[src/rtl/stopwatch_bcd.sv]
// BCD mm:ss stopwatch advanced by synchronised SLOW_CLK ticks.
// Start/stop and clear buttons are synchronised and edge-detected.
module stopwatch_bcd #(
   parameter int MAX_MIN = 59
) (
   input  logic       sCLK,
   input  logic       RESET,
   input  logic       SLOW_CLK,
   input  logic       BTN_SS,
   input  logic       BTN_CLR,
   output logic [3:0] SEC_ONES,
   output logic [3:0] SEC_TENS,
   output logic [3:0] MIN_ONES,
   output logic [3:0] MIN_TENS,
   output logic       RUNNING,
   output logic       WRAP
);

   typedef enum logic [1:0] {
      IDLE  = 2'd0,
      RUN   = 2'd1,
      PAUSE = 2'd2
   } state_t;

   localparam logic [3:0] MAX_T = 4'(MAX_MIN / 10);
   localparam logic [3:0] MAX_O = 4'(MAX_MIN % 10);

   // bit 0 tick, bit 1 start/stop, bit 2 clear
   logic [2:0] s1_q, s2_q, prev_q;
   logic [2:0] ev;

   state_t     state_q, state_d;
   logic [3:0] so_q, so_d;
   logic [3:0] st_q, st_d;
   logic [3:0] mo_q, mo_d;
   logic [3:0] mt_q, mt_d;
   logic       run_q, run_d;
   logic       wrap_q, wrap_d;
   logic       tick_ev, ss_ev, clr_ev;
   logic       at_max;

   assign ev      = s2_q & ~prev_q;
   assign tick_ev = ev[0];
   assign ss_ev   = ev[1];
   assign clr_ev  = ev[2];

   always_ff @(posedge sCLK) begin
      if (RESET) begin
         s1_q   <= '0;
         s2_q   <= '0;
         prev_q <= '0;
      end else begin
         s1_q   <= {BTN_CLR, BTN_SS, SLOW_CLK};
         s2_q   <= s1_q;
         prev_q <= s2_q;
      end
   end

   assign at_max = (mt_q == MAX_T) && (mo_q == MAX_O) &&
                   (st_q == 4'd5) && (so_q == 4'd9);

   always_comb begin
      state_d = state_q;
      so_d    = so_q;
      st_d    = st_q;
      mo_d    = mo_q;
      mt_d    = mt_q;
      wrap_d  = 1'b0;
      if (clr_ev) begin
         state_d = IDLE;
         so_d    = '0;
         st_d    = '0;
         mo_d    = '0;
         mt_d    = '0;
      end else begin
         // tick qualifies on the pre-edge state, so SS+tick in RUN still counts
         if (tick_ev && state_q == RUN) begin
            if (at_max) begin
               so_d   = '0;
               st_d   = '0;
               mo_d   = '0;
               mt_d   = '0;
               wrap_d = 1'b1;
            end else if (so_q != 4'd9) begin
               so_d = so_q + 4'd1;
            end else begin
               so_d = '0;
               if (st_q != 4'd5) begin
                  st_d = st_q + 4'd1;
               end else begin
                  st_d = '0;
                  if (mo_q != 4'd9) begin
                     mo_d = mo_q + 4'd1;
                  end else begin
                     mo_d = '0;
                     mt_d = mt_q + 4'd1;
                  end
               end
            end
         end
         case (state_q)
            IDLE:    if (ss_ev) state_d = RUN;
            RUN:     if (ss_ev) state_d = PAUSE;
            PAUSE:   if (ss_ev) state_d = RUN;
            default: state_d = IDLE;
         endcase
      end
      run_d = (state_d == RUN);
   end

   always_ff @(posedge sCLK) begin
      if (RESET) begin
         state_q <= IDLE;
         so_q    <= '0;
         st_q    <= '0;
         mo_q    <= '0;
         mt_q    <= '0;
         run_q   <= 1'b0;
         wrap_q  <= 1'b0;
      end else begin
         state_q <= state_d;
         so_q    <= so_d;
         st_q    <= st_d;
         mo_q    <= mo_d;
         mt_q    <= mt_d;
         run_q   <= run_d;
         wrap_q  <= wrap_d;
      end
   end

   assign SEC_ONES = so_q;
   assign SEC_TENS = st_q;
   assign MIN_ONES = mo_q;
   assign MIN_TENS = mt_q;
   assign RUNNING  = run_q;
   assign WRAP     = wrap_q;

endmodule

[config.mk]
export PLATFORM = sky130hd
export DESIGN_NAME = stopwatch_bcd
export DESIGN_NICKNAME = d
export VERILOG_FILES = /design/src/rtl/stopwatch_bcd.sv
export SDC_FILE = /design/constraint.sdc
export NUM_CORES = 1
export LEC_CHECK = 0
export CAP_MARGIN = 20
export CORE_MARGIN = 2
export CORE_UTILIZATION = 46
export DETAILED_ROUTE_END_ITERATION = 7
export PLACE_DENSITY = 0.72
export SLEW_MARGIN = 20
export SYNTH_ARGS = -nofsm -noshare
export SYNTH_HDL_FRONTEND = slang
export SYNTH_SLANG_ARGS = --single-unit
[constraint.sdc]
create_clock -name sCLK -period 2.2 [get_ports sCLK]
set_clock_uncertainty 0.05 [all_clocks]
set_input_delay 0.44 -clock sCLK [delete_from_list [all_inputs] [get_ports sCLK]]
set_output_delay 0.44 -clock sCLK [all_outputs]
set_load 0.01 [all_outputs]
* Yosys cells after proc, flatten, opt, wreduce, memory -nomap -nowiden
Index checks and enable logic that the tools add are counted.
Storage, ports and cells: register bits after elaboration 29, input port bits 5, output and inout bits 18, logic and storage cells 59
Cells by class: $add $sub $neg 4, equal/unequal tests 13, mux-type cells 18, bitwise operators 3, reduce and logical (&&, ||, !) cells 11
Operators with widths (count):
- $mux 4 | 13
- $add 4x1->4 const B | 4
- $eq 4x3->1 const B | 2
- $eq 4x4->1 const B | 2
- $ne 4x4->1 const B | 2
- $mux 2 | 3
- $ne 2x2->1 const B | 3
- $eq 2x1->1 const B | 2
- $logic_and 1x1->1 | 4
- $ne 4x3->1 const B | 1
- $pmux 2 s2 | 1
- $reduce_and 4->1 | 1
- $reduce_or 2->1 | 2
- $and 3x3->3 | 1
- $not 3->3 | 1
- $reduce_and 3->1 | 1
- $reduce_or 3->1 | 1
- $eq 2x2->1 const B | 1
- $logic_not 2->1 | 1
- $reduce_and 2->1 | 1
- $mux 1 | 1
- $not 1->1 | 1

* Depth between registers and ports, before layout
depth after elaboration 6, mapped depth 7, gate-level depth less buffers 6

* Worst setup path after synthesis
No wires, ideal clock.
path kind register to register, start reg so_q[0], in the netlist SEC_ONES[0], end reg mt_q[3], in the netlist MIN_TENS[3], setup time 0.070 ns, arrival 1.636 ns, required time 2.080 ns, setup slack 0.444 ns, cell stages (with the launch flop) 7, clock period less this slack 1.756 ns, cells stage by stage dfxtp_1 > ha_1 > and3b_1 > buf_4 > nand4_4 > or4_1 > a21oi_1
Between the ends: cells in the longest elaborated chain, start to end 4, elaborated cells between the ends (all ways) 8, classes of those cells eq/ne: 5; mux: 1; reduce/logical: 2
Ends and longest elaborated chain:
- start, declared | line 33 | logic [3:0] so_q, so_d;
- start signal, assigned | line 114 | so_q <= '0;
- start signal, assigned | line 122 | so_q <= so_d;
- $eq 4x4->1 | line 60 | (st_q == 4'd5) && (so_q == 4'd9);
- $logic_and 1x1->1 | line 60
- $ne 2x2->1 (no line)
- $reduce_and 4->1 (no line)
- end signal, assigned | line 125 | mt_q <= mt_d;
- end, declared | line 36 | logic [3:0] mt_q, mt_d;
Parallel ways exist; a longest one is shown, timed or not. A chain may end at the register's enable or synchronous reset.

* Final worst setup path
Ends and elaborated chain as after synthesis.

==> results.yml <==
placed_design:
  placed_area_um2: 1508
  gp_congestion: 0.7236
  numPortBuffers: 22
  hpwlAfterDp_um: 1690
  placed_cells: 186
pwr:
  powerDensity_nw_per_um2: 562.4
  power_frac_clock_pct: 34.7
  total_power_uw: 876.8
  power.internal_uw: 673.3
  p_switching_uw: 203.5
  seqPwrFrac_pct: 61.2
  peakVddDrop_mv: 0.4452
  power.share.switching_pct: 23.21
  p_leak_nw: 0.5761
  power_frac_comb_pct: 4.1
clock_tree:
  numCtsBuffers: 5
  cts_hold_buffers: 0
  clk-insertion-delay-late_ps: 330
  path_clk_slew_ps: 90
  h-tree-depth: 2
  cts_tree: "done"
  cts-root-buf: "clkbuf_4"
  clk_path_buf_depth: 2
  ctsResizeCount: 0
  post_cts_buffers: 0
  clock_sinks: 29
status:
  status: "finished, final reports clean"
finish:
  drive_gt1_share_pct: 7.927
  final_cell_mix: "dfxtp_1, clkdlybuf4s50_1, nor2_1"
  syn_to_final_growth_pct: 24.35
  stdcell_count: 194
  stdcell_area_um2: 1559
  num_antenna_cells: 0
  final_common_cell: "dfxtp_1"
  final_nets: 176
sta:
  setup_violations: 0
  slew_violations: 0
  period_share_pct: 86.73
  timing.final.hold_violations: 0
  setup_tns_ps: 0
  clock.fmax_ghz: 0.5241
  max_slew_margin_pct: 74.14
  rsz0062_at_grt: "no"
  hold-worst-slack_ps: 394.1
  post-route-min-period_ps: 1908
  worst_pin_slew_ps: 385.7
route:
  wl_per_cell_um: 12.02
  drt-vias-per-instance: 5.093
  dr.pass1.iters: 4
  drt_iter0_drc: 18
  wirelength_um: 2332
  drcViolationCount: 0
  vias: 988
  ant_nets: 0
grt:
  antenna_found_initial: 0
  grt_pass1_wl_um: 3981
  grt_max_degree: 15
  grt-ovfl-total: 0
  track_usage_pct: 16.34
  first_global_vias: 962
floorplan:
  start_util_pct: 49.70
  die_x_um: 56.21
  dieArea_um2: 3159
  row_count: 18
  die_h_um: 56.21
  ios: 23
  core_area_um2: 2522
logic_synthesis:
  syn-num-nets: 149
  synth_cell_types: 31
  syn_area_um2: 1254
  syn_avg_cell_area_um2: 9.218
  ys_async_sr_fraction_pct: 0
  yosys_register_bits: 29
  synth_flop_cell: "dfxtp_1"
  synth_edf_count: 0
  synth_cells: 136
  yosysSeqAreaShare_pct: 46.31
  ys_warn_count: 0
critical_path:
  crit_slowest_cell: "or4_1"
  worst_setup_path_end_kind: "flop"
  arrival_ps: 2120
  slowest_delay_ps: 490
  start_kind: "flop"
  path_cells: "ha_1 -> and3b_1 -> nand4_4 -> or4_1 -> a21oi_1"
  critPathRequiredTime_ps: 2410
  critPathMaxFanout: 8
  path_class: "flop to flop"
hold_path:
  hold_path_class: "flop to flop"
job:
  drv_cap: 0
==> final timing paths <==
check / slack [ps] / depth (start not counted) / from / end
setup / recovery: 290 / 5 / SEC_ONES[0]$_SDFFE_PP0P_ / MIN_TENS[3]$_SDFFE_PP0P_
hold / removal: 390 / 1 / s1_q[0]$_SDFF_PP0_ / s2_q[0]$_SDFF_PP0_
setup reg to reg: 290 / 5 / SEC_ONES[0]$_SDFFE_PP0P_ / MIN_TENS[3]$_SDFFE_PP0P_
hold reg to reg: 390 / 1 / s1_q[0]$_SDFF_PP0_ / s2_q[0]$_SDFF_PP0_
==> worst max-delay path, delay by kind of cell, from the launching register on <==
family	cells	cell delay, ps
adders and majority gates	1	210
and+or+nand+nor	3	1020
DFF	1	420
AOI/OAI and AO/OA	1	150
==> layout make-up <==
class                   instances  area, µm²
repair buffers                 24      235.2
inverters                       6      22.52
clock buffers                   6      41.29
multi-input cells              97      631.9
clock inverters                 2      10.01
fillers                       247      963.4
flip-flops and latches         29      580.6
well taps                      30      37.54
==> synth_stat cells (2+ instances only) <==
master	n	area [µm²]
a21oi_1	11	55.05
and2_1	2	12.51
and3b_1	3	26.28
clkbuf_1	3	11.26
dfxtp_1	29	580.6
ha_1	8	100.1
inv_1	6	22.52
nand2_1	8	30.03
nand2b_1	2	12.51
nand3_1	6	30.03
nand3b_1	2	15.01
nor2_1	12	45.04
nor2b_1	10	62.56
nor3_1	6	30.03
o21ai_0	6	30.03
or3_1	6	37.54
xnor2_1	2	17.52
==> registers in the layout (all words and copies together), names as in the netlist <==
signal and flops:
MIN_TENS 4, MIN_ONES 4, prev_q 3, RUNNING 1
SEC_ONES 4, s1_q 3, WRAP 1, state_q 2
SEC_TENS 4, s2_q 3
==> power by group through the flow <==
stage | Sequential [mW] | Clock, mW | Combinational, mW
after floorplan | 0.549 | 0 | 0.0196
after global placement | 0.549 | 0 | 0.0350
after detailed placement | 0.549 | 0 | 0.0362
after CTS | 0.537 | 0.318 | 0.0364
after global routing | 0.538 | 0.341 | 0.0397
final | 0.537 | 0.304 | 0.0358
==> routing by layer <==
layer	up-vias	global-route usage, %	routed length, µm
met5	-	0	0
met1	439	19.16	1135
met2	20	25.21	1029
met4	0	11.22	51
li1	524	-	-
met3	5	5.116	116
==> per-stage QoR <==
step,setup slack (ps),util (%)
6_report,291.9,61.81
5_1_grt,114.5,61.81
4_1_cts,260.2,61.81
3_5_place_dp,276.1,59.77
3_3_place_gp,359.6,59.77
2_1_floorplan,443.9,-
==> logic make-up (layout without fill, tap and decap cells) <==
group	Yosys count	count (layout)	synth area share, %
DFF	29	29	46.31
xor gates and xnor gates	3	3	2.096
and+or+nand+nor	63	63	29.24
buffers and inverters	10	38	3.293
AOI/OAI and AO/OA	21	21	9.382
muxes	2	2	1.697
adders and majority gates	8	8	7.984
No activity file was read; power rests on OpenSTA's default activity.
